## config.mk

```make
export PLATFORM = sky130hd
export DESIGN_NAME = pwm_multi_channel
export DESIGN_NICKNAME = d
export VERILOG_FILES = /design/src/rtl/pwm_pkg.sv /design/src/rtl/pwm_channel_cmp.sv /design/src/rtl/pwm_multi_channel.sv
export SDC_FILE = /design/constraint.sdc
export NUM_CORES = 1
export LEC_CHECK = 0
export ABC_AREA = 0
export BUFFER_PORTS_ARGS = -buffer_cell sky130_fd_sc_hd__buf_2
export CAP_MARGIN = 20
export CORE_ASPECT_RATIO = 2
export CORE_MARGIN = 10
export CORE_UTILIZATION = 60
export DETAILED_ROUTE_END_ITERATION = 16
export GPL_TIMING_DRIVEN = 1
export PLACE_DENSITY_LB_ADDON = 0.1
export SYNTH_ARGS = -nofsm -noshare
export SYNTH_HDL_FRONTEND = slang
export SYNTH_HIERARCHICAL = 1
export SYNTH_SLANG_ARGS = --single-unit
```

## constraint.sdc

```tcl
create_clock -name clk -period 4.1 [get_ports clk]
set_clock_uncertainty 0.1 [all_clocks]
set_input_delay 0.41 -clock clk [delete_from_list [all_inputs] [get_ports clk]]
set_output_delay 0.41 -clock clk [all_outputs]
set_load 0.005 [all_outputs]
```

## src/rtl/pwm_pkg.sv

```systemverilog
// ============================================================================
// Module  : pwm_pkg
// Purpose : Shared types for the multi-channel PWM generator: counter
//           direction, alignment mode and a per-channel duty word type.
// Revision: 1.0 - initial release
// ============================================================================
`default_nettype none

package pwm_pkg;

  // Counter direction; edge-aligned mode always runs DIR_UP.
  typedef enum logic {
    DIR_UP   = 1'b0,
    DIR_DOWN = 1'b1
  } cnt_dir_e;

  // Alignment mode of the shared period counter.
  typedef enum logic {
    MODE_EDGE   = 1'b0,
    MODE_CENTER = 1'b1
  } pwm_mode_e;

  // Default counter/duty width and the matching per-channel duty word.
  localparam int unsigned PWM_CNT_W_DEF = 8;
  typedef logic [PWM_CNT_W_DEF-1:0] duty_t;

endpackage : pwm_pkg

`default_nettype wire

```

## src/rtl/pwm_channel_cmp.sv

```systemverilog
// ============================================================================
// Module  : pwm_channel_cmp
// Purpose : One PWM channel. Registers (cnt < duty) while enabled.
//           With PWM_DEADTIME_EN defined it also produces the complementary
//           output and delays every rising output edge by dead_time cycles.
// Ports   : clk, rst_n      - clock, synchronous active-low reset
//           en              - counter run enable (low forces output low)
//           cnt, duty       - shared period count and this channel's duty
//           dead_time       - (PWM_DEADTIME_EN) dead-time length in cycles
//           pwm_out         - registered PWM output
//           pwm_out_n       - (PWM_DEADTIME_EN) registered complementary output
// Config  : PWM_DEADTIME_EN
// Revision: 1.0 - initial release
// ============================================================================
`default_nettype none

module pwm_channel_cmp
  import pwm_pkg::*;
#(
  parameter int unsigned CNT_W = 8
`ifdef PWM_DEADTIME_EN
  ,
  parameter int unsigned DEAD_W = 4
`endif
) (
  input  logic             clk,
  input  logic             rst_n,
  input  logic             en,
  input  logic [CNT_W-1:0] cnt,
  input  logic [CNT_W-1:0] duty,
`ifdef PWM_DEADTIME_EN
  input  logic [DEAD_W-1:0] dead_time,
  output logic              pwm_out_n,
`endif
  output logic             pwm_out
);

  logic raw_d;

  // Unsigned compare: duty 0 never matches, duty above the period always does.
  always_comb begin
    raw_d = en && (cnt < duty);
  end

`ifdef PWM_DEADTIME_EN
  localparam logic [DEAD_W-1:0] c_dead_one = DEAD_W'(1);

  logic              raw_q;
  logic [DEAD_W-1:0] dt_d, dt_q;
  logic              pwm_d, pwm_q;
  logic              pwm_n_d, pwm_n_q;

  // Every raw transition reloads the dead-time counter; both outputs stay low
  // until it drains, so a raw pulse shorter than dead_time never appears.
  always_comb begin
    if (raw_d != raw_q) begin
      dt_d = dead_time;
    end else if (dt_q != '0) begin
      dt_d = dt_q - c_dead_one;
    end else begin
      dt_d = '0;
    end
    pwm_d   = raw_d && (dt_d == '0);
    pwm_n_d = !raw_d && (dt_d == '0);
  end

  always_ff @(posedge clk) begin
    if (!rst_n) begin
      raw_q   <= 1'b0;
      dt_q    <= '0;
      pwm_q   <= 1'b0;
      pwm_n_q <= 1'b0;
    end else begin
      raw_q   <= raw_d;
      dt_q    <= dt_d;
      pwm_q   <= pwm_d;
      pwm_n_q <= pwm_n_d;
    end
  end

  assign pwm_out   = pwm_q;
  assign pwm_out_n = pwm_n_q;
`else
  logic pwm_q;

  always_ff @(posedge clk) begin
    if (!rst_n) begin
      pwm_q <= 1'b0;
    end else begin
      pwm_q <= raw_d;
    end
  end

  assign pwm_out = pwm_q;
`endif

endmodule : pwm_channel_cmp

`default_nettype wire

```

## src/rtl/pwm_multi_channel.sv

```systemverilog
// ============================================================================
// Module  : pwm_multi_channel
// Purpose : NUM_CH-channel PWM generator sharing one period counter.
//           Edge- or center-aligned, runtime period, shadowed config that is
//           applied only at period boundaries.
// Ports   : clk, rst_n      - clock, synchronous active-low reset
//           en              - counter run enable
//           cfg_valid/ready - config handshake (one pending set at most)
//           cfg_period      - terminal count P
//           cfg_center      - 1 = center-aligned, 0 = edge-aligned
//           cfg_duty        - packed per-channel duty, ch i at [i*CNT_W +: CNT_W]
//           dead_time       - (PWM_DEADTIME_EN) shadowed dead-time length
//           pwm_out         - registered PWM outputs
//           pwm_out_n       - (PWM_DEADTIME_EN) complementary outputs
//           period_tick     - pulse aligned with first output cycle of a period
// Config  : PWM_DEADTIME_EN adds dead-time insertion and pwm_out_n.
// Revision: 1.0 - initial release
// ============================================================================
`default_nettype none

module pwm_multi_channel
  import pwm_pkg::*;
#(
  parameter int unsigned NUM_CH = 4,
  parameter int unsigned CNT_W  = 8
`ifdef PWM_DEADTIME_EN
  ,
  parameter int unsigned DEAD_W = 4
`endif
) (
  input  logic                    clk,
  input  logic                    rst_n,
  input  logic                    en,
  input  logic                    cfg_valid,
  output logic                    cfg_ready,
  input  logic [CNT_W-1:0]        cfg_period,
  input  logic                    cfg_center,
  input  logic [NUM_CH*CNT_W-1:0] cfg_duty,
`ifdef PWM_DEADTIME_EN
  input  logic [DEAD_W-1:0]       dead_time,
  output logic [NUM_CH-1:0]       pwm_out_n,
`endif
  output logic [NUM_CH-1:0]       pwm_out,
  output logic                    period_tick
);

  localparam logic [CNT_W-1:0] c_cnt_one = CNT_W'(1);

  // Counter state; the FSM state is {mode_act_q, dir_q}.
  logic [CNT_W-1:0]        cnt_d, cnt_q;
  cnt_dir_e                dir_d, dir_q;
  logic                    tick_d, tick_q;

  // Active (in use) and pending (shadow) configuration.
  logic [CNT_W-1:0]        period_act_d, period_act_q;
  pwm_mode_e               mode_act_d, mode_act_q;
  logic [NUM_CH*CNT_W-1:0] duty_act_d, duty_act_q;
  logic [CNT_W-1:0]        period_pnd_d, period_pnd_q;
  pwm_mode_e               mode_pnd_d, mode_pnd_q;
  logic [NUM_CH*CNT_W-1:0] duty_pnd_d, duty_pnd_q;
  logic                    pnd_vld_d, pnd_vld_q;
`ifdef PWM_DEADTIME_EN
  logic [DEAD_W-1:0]       dead_act_d, dead_act_q;
  logic [DEAD_W-1:0]       dead_pnd_d, dead_pnd_q;
`endif

  logic boundary;
  logic apply;
  logic accept;

  always_comb begin
    // While disabled every edge counts as a boundary so pending config lands.
    if (!en) begin
      boundary = 1'b1;
    end else if (mode_act_q == MODE_EDGE) begin
      boundary = (cnt_q == period_act_q);
    end else begin
      boundary = (period_act_q == '0) || ((dir_q == DIR_DOWN) && (cnt_q == c_cnt_one));
    end
    apply  = boundary && pnd_vld_q;
    // Mutually exclusive with apply: accept needs pnd_vld_q low.
    accept = cfg_valid && !pnd_vld_q;

    period_act_d = period_act_q;
    mode_act_d   = mode_act_q;
    duty_act_d   = duty_act_q;
    period_pnd_d = period_pnd_q;
    mode_pnd_d   = mode_pnd_q;
    duty_pnd_d   = duty_pnd_q;
    pnd_vld_d    = pnd_vld_q;
`ifdef PWM_DEADTIME_EN
    dead_act_d   = dead_act_q;
    dead_pnd_d   = dead_pnd_q;
`endif

    if (accept) begin
      period_pnd_d = cfg_period;
      mode_pnd_d   = cfg_center ? MODE_CENTER : MODE_EDGE;
      duty_pnd_d   = cfg_duty;
      pnd_vld_d    = 1'b1;
`ifdef PWM_DEADTIME_EN
      dead_pnd_d   = dead_time;
`endif
    end

    if (apply) begin
      period_act_d = period_pnd_q;
      mode_act_d   = mode_pnd_q;
      duty_act_d   = duty_pnd_q;
      pnd_vld_d    = 1'b0;
`ifdef PWM_DEADTIME_EN
      dead_act_d   = dead_pnd_q;
`endif
    end

    // Every period (and every mode change) restarts at cnt=0 counting up.
    cnt_d = cnt_q;
    dir_d = dir_q;
    if (boundary) begin
      cnt_d = '0;
      dir_d = DIR_UP;
    end else if (mode_act_q == MODE_EDGE) begin
      cnt_d = cnt_q + c_cnt_one;
      dir_d = DIR_UP;
    end else if (dir_q == DIR_UP) begin
      cnt_d = cnt_q + c_cnt_one;
      if (cnt_q == (period_act_q - c_cnt_one)) begin
        dir_d = DIR_DOWN;
      end
    end else begin
      cnt_d = cnt_q - c_cnt_one;
    end

    // cnt==0 only ever occurs as the first count of a period, so its
    // registered copy lines up with the first output cycle of that period.
    tick_d = en && (cnt_q == '0);
  end

  always_ff @(posedge clk) begin
    if (!rst_n) begin
      cnt_q        <= '0;
      dir_q        <= DIR_UP;
      tick_q       <= 1'b0;
      period_act_q <= '0;
      mode_act_q   <= MODE_EDGE;
      duty_act_q   <= '0;
      period_pnd_q <= '0;
      mode_pnd_q   <= MODE_EDGE;
      duty_pnd_q   <= '0;
      pnd_vld_q    <= 1'b0;
`ifdef PWM_DEADTIME_EN
      dead_act_q   <= '0;
      dead_pnd_q   <= '0;
`endif
    end else begin
      cnt_q        <= cnt_d;
      dir_q        <= dir_d;
      tick_q       <= tick_d;
      period_act_q <= period_act_d;
      mode_act_q   <= mode_act_d;
      duty_act_q   <= duty_act_d;
      period_pnd_q <= period_pnd_d;
      mode_pnd_q   <= mode_pnd_d;
      duty_pnd_q   <= duty_pnd_d;
      pnd_vld_q    <= pnd_vld_d;
`ifdef PWM_DEADTIME_EN
      dead_act_q   <= dead_act_d;
      dead_pnd_q   <= dead_pnd_d;
`endif
    end
  end

  assign cfg_ready   = !pnd_vld_q;
  assign period_tick = tick_q;

  for (genvar gi = 0; gi < NUM_CH; gi = gi + 1) begin : g_ch
    pwm_channel_cmp #(
      .CNT_W (CNT_W)
`ifdef PWM_DEADTIME_EN
      ,
      .DEAD_W(DEAD_W)
`endif
    ) u_cmp (
      .clk      (clk),
      .rst_n    (rst_n),
      .en       (en),
      .cnt      (cnt_q),
      .duty     (duty_act_q[gi*CNT_W +: CNT_W]),
`ifdef PWM_DEADTIME_EN
      .dead_time(dead_act_q),
      .pwm_out_n(pwm_out_n[gi]),
`endif
      .pwm_out  (pwm_out[gi])
    );
  end

endmodule : pwm_multi_channel

`default_nettype wire
```

# Word level (Yosys, flattened, before mapping)
# Index checks and enable logic that the tools add are counted.
dict set report word_totals {
  register_bits 97
  mem_bits_ro 0
  output_inout_bits 6
  mem_bits_rw 0
  elab_cells 48
  in_bits 45
  latch_bits 0
  mem_count 0
}
dict set report classes {
  add_sub_neg 3
  bitwise 2
  eq_ne 3
  mux 7
  magnitude_cmp 4
  div_mod_pow 0
  reduce_logical 15
  multipliers 0
  shifts 0
}
# cell n
set op_table {}
lappend op_table {{$lt 8x8->1} 4}
lappend op_table {{$eq 8x8->1} 2}
lappend op_table {{$logic_not 8->1} 2}
lappend op_table {{$mux 8} 2}
lappend op_table {{$sub 8x1->8 const B} 2}
lappend op_table {{$add 8x1->8 const B} 1}
lappend op_table {{$eq 8x1->1 const B} 1}
lappend op_table {{$logic_and 1x1->1} 8}
lappend op_table {{$mux 1} 5}
lappend op_table {{$reduce_or 2->1} 2}
lappend op_table {{$reduce_or 3->1} 1}
lappend op_table {{$not 1->1} 2}
lappend op_table {{$logic_not 1->1} 1}
lappend op_table {{$logic_or 1x1->1} 1}

# Longest topological paths before layout
dict set report depth {
  depth_word 7
  mapped_depth 10
  depth_no_buf 7
}

# Hierarchy
# The synthesis kept the hierarchy.
# mod seq_area_each_um2 area_each_um2 cells_per_inst n_inst
set by_module_without_submodules {}
lappend by_module_without_submodules {pwm_multi_channel 1861.8 4035.1 471 1}
lappend by_module_without_submodules {pwm_channel_cmp 20.0 202.7 24 4}

# Least setup slack after synthesis
# Ideal clock, no wire load.
dict set report synth_path {
  path_kind {register to register}
  start {register cnt_q[5]}
  end {register duty_act_q[10]}
  path_slack_ns 1.692
  synth_period_minus_slack_ns 2.408
  arrival_time_ns 2.193
  n_path_buf 3
  setup_time_ns 0.115
  t_required_ns 3.885
  stages_incl_launch_ff 10
  path_cell_list {dfxtp_1 buf_2 xor2_1 or4b_1 or4_1 a31o_1 buf_6 buf_6 nand3_1 o21ai_2}
}
dict set report synth_via {
  elab_chain_cells 6
  word_cells_on_any_way 7
  cone_classes {2 x eq/ne; 2 x mux; 3 x reduce/logical}
}
# element line
set synth_lines {}
lappend synth_lines {{start, declared} pwm_multi_channel.sv:50} ;# logic [CNT_W-1:0] cnt_d, cnt_q;
lappend synth_lines {{start signal, assigned} pwm_multi_channel.sv:156} ;# cnt_q <= cnt_d;
lappend synth_lines {{$eq 8x1->1} pwm_multi_channel.sv:78} ;# boundary = (period_act_q == '0) || ((dir_q == DIR_DOWN) && (cnt_q == c_cnt_one));
lappend synth_lines {{$logic_and 1x1->1} pwm_multi_channel.sv:78}
lappend synth_lines {{$logic_or 1x1->1} pwm_multi_channel.sv:78}
lappend synth_lines {{$mux 1 *} pwm_multi_channel.sv:75} ;# end else if (mode_act_q == MODE_EDGE) begin
lappend synth_lines {{$mux 1 *} pwm_multi_channel.sv:73} ;# if (!en) begin
lappend synth_lines {{$logic_and 1x1->1 *} pwm_multi_channel.sv:80} ;# apply = boundary && pnd_vld_q;
lappend synth_lines {{end signal, assigned} pwm_multi_channel.sv:161} ;# duty_act_q <= duty_act_d;
lappend synth_lines {{end, declared} pwm_multi_channel.sv:57} ;# logic [NUM_CH*CNT_W-1:0] duty_act_d, duty_act_q;
# Mark *: on every way between the ends. The rest lies on a longest branch, timed or not.
# A chain may end at the register's enable or synchronous reset.

# Worst setup path after layout
dict set report layout_path {
  start {register cnt_q[5]}
  end {register duty_act_q[8]}
}
# Same word-level chain as after synthesis.

==> reports/metrics.yaml <==
final_layout:
  drive_above_1_share: 0.193
  final_common_cell: "nand2_1"
  seqCellArea_sq_mm: 0.00194
  syn_to_final_growth_pct: 10.9
  insertedDiodeCount: 0
  nets: 674
  multi_input_area_sq_mm: 0.00257
  layoutNonFillerInstCount: 697
  fillCellCount: 683
  layout.cells.most_common_list: "nand2_1, dfxtp_1, buf_2, nand3_1, a21boi_0"
setup_path:
  cp.arrival_ns: 3.04
  end_kind: "flip-flop"
  path_max_fanout: 49
  cp-start-kind: "flip-flop"
  cp.required_ns: 4.22
  critPathKind: "reg -> reg"
power:
  p_comb_frac: 0.096
  ir_worst_vdd_mv: 0.391
  total_power_mw: 2.06
  pwr-share-seq: 0.487
  power_frac_clock: 0.417
  p_per_area_mw_per_mm2: 382
  p_switching_mw: 0.477
  switching_share: 0.232
  leakage_nw: 2.08
  intPower_mw: 1.58
status:
  status: "finished, final reports clean"
logic_synthesis:
  yosys-mux-area-fraction: 0.00207
  synth-edff-count: 0
  ys_ff_latch: 97
  synthCells: 567
  avgSynthCellArea_sq_um: 8.55
  synth_area_leader_cell: "dfxtp_1"
  synth_top_family_by_area: "simple AND/OR/NAND/NOR gates"
  synth_compound_area_frac: 0.201
  synth_ff_type: "dfxtp_1"
  synthTopCellsByArea: "dfxtp_1, nand2_1, ha_1"
  yosys.area_share.adder: 0.0852
  synth.distinct_cells: 43
  yosys_warnings: 6
  synthArstFlopShare: 0
  synth_top_area_share: 0.401
  syn_nets: 645
  netlist_area_sq_mm: 0.00485
  synthXorXnorAreaFrac: 0.0398
  yosys.area_share.simple: 0.201
  synth-seq-area-share: 0.401
floorplan:
  dieHeight_um: 147
  dieWidth_um: 83.5
  coreArea_sq_mm: 0.00789
  pin_count: 51
  num_rows: 46
  start_util: 0.615
  dieArea_sq_mm: 0.0123
detailed_routing:
  drtPass1Iterations: 4
  viasPerCell: 5.53
  antenna_left: 0
  wl_per_cell_um: 14.3
  vias: 3852
  drcViolationCount: 0
  wl_um: 9970
  drtIter0Drc: 216
global_routing:
  grtUsageTotal: 0.162
  grt_pass1_wl_um: 16800
  grt_max_degree: 92
  grt_antenna_before_repair: 0
  overflow: 0
  grt_pass1_vias: 3834
clock_network:
  cts_made_buffers: 9
  htree_levels: 3
  clock_sink_count: 97
  path_clk_slew_ns: 0.07
  cts_resized: 0
  cts-root-buf: "clkbuf_16"
  worstSkewPairLatency_ns: 0.34
  clockBufferDepth: 2
  cts_tree: "built"
  postCtsSetupBuffers: 0
  cts-hold-fix-buffers: 0
sta:
  clock.fmax_mhz: 343
  holdWs_ns: 0.218
  rsz0062_at_grt: "no"
  fin_crit_sh: 0.711
  tightest_slew_ns: 0.788
  report.final.slew_viol_count: 0
  finalCriticalPeriod_ns: 2.92
  relSlewSlack: 0.475
  setup_violations: 0
  hold_viol: 0
  setup-tns-final_ns: 0
flow_run:
  maxCapViolCount: 0
placed_design:
  placement.io_buffers: 50
  place_inst: 680
  place_congestion: 0.851
  dp_hpwl_um: 6910
min_path:
  min_path_type: "in -> reg"
[sequential cells by signal (all words and copies together) (netlist names)]
signal,count
cnt_q,8
dir_q,1
duty_act_q,32
duty_pnd_q,32
g_ch.u_cmp/pwm_out,4
mode_act_q,1
mode_pnd_q,1
period_act_q,8
period_pnd_q,8
period_tick,1
pnd_vld_q,1
[synthesized netlist by cell type (2+ instances only)]
cell type	instances
o32ai_1	2
nand2_1	141
nand4_1	4
o21a_1	5
clkbuf_1	23
ha_1	33
a2111oi_2	4
o21ai_2	40
dfxtp_1	97
nand3_1	46
o211ai_1	4
nor4_1	2
o2111ai_1	4
a21oi_1	2
nor2b_1	2
a31oi_1	7
xnor2_1	11
or3b_1	4
a211oi_1	4
buf_6	10
xor2_1	11
nor3_1	3
nor2_1	13
inv_1	34
buf_1	3
a21boi_0	41
[stage by stage]
stage / area, sq um / worst slack, ns / utilization
2_1_floorplan: 4850 / 1.69 / -
3_3_place_gp: 5040 / 1.18 / 0.640
3_5_place_dp: 5040 / 1.15 / 0.640
4_1_cts: 5350 / 1.12 / 0.679
5_1_grt: 5370 / 1.08 / 0.682
6_report: 5370 / 1.18 / 0.682
[worst max-delay path, cell delays in order, from the launching register on]
cell     delay [ns]
dfxtp_1        0.62
xor2_1         0.17
or4b_1         0.48
or4_1          0.52
a31o_4         0.41
buf_12         0.26
nand3_1        0.14
o21ai_2        0.07
[power by group through the flow]
stage / Sequential [mW] / Combinational, mW / Clock [mW]
after floorplan: 1.02 / 0.155 / 0
after global placement: 1.02 / 0.189 / 0
after detailed placement: 1.02 / 0.195 / 0
after CTS: 1.00 / 0.196 / 0.877
after global routing: 1.01 / 0.224 / 0.916
final: 1.00 / 0.196 / 0.857
[cells by family (layout without fill, tap and decap cells)]
logic type,Yosys count,after routing
AOI/OAI and AO/OA,120,120
muxes,1,1
DFF,97,97
xor gates and xnor gates,22,22
and+or+nand+nor,223,223
adders and majority gates,33,33
buffers and inverters,71,105
[layer usage]
layer | global-route usage | vias up | part of all wire
met2 | 0.293 | 75 | 0.53
met1 | 0.168 | 1756 | 0.41
met5 | 0 | - | 0
li1 | - | 1990 | -
met4 | 0.0842 | 0 | 0.033
met3 | 0.0382 | 31 | 0.031
[final timing paths]
| path | startpoint | to | slack [ns] | cells past startpoint |
|---|---|---|---|---|
| hold / removal | cfg_duty[0] | duty_pnd_q[0] | 0.22 | 3 |
| setup reg to reg | cnt_q[5] | duty_act_q[8] | 1.18 | 7 |
| hold reg to reg | duty_pnd_q[0] | duty_act_q[0] | 0.35 | 2 |
| setup / recovery | cnt_q[5] | duty_act_q[8] | 1.18 | 7 |
[area by class of cell]
class,instances,area share
timing repair buffer,55,0.0563
multi-input combinational,399,0.479
inverter,34,0.0237
clock inverter,2,0.00652
clock buffer,14,0.0510
sequential,97,0.361
tap,96,0.0224
Note: power is estimated with default switching activity, not from simulation.
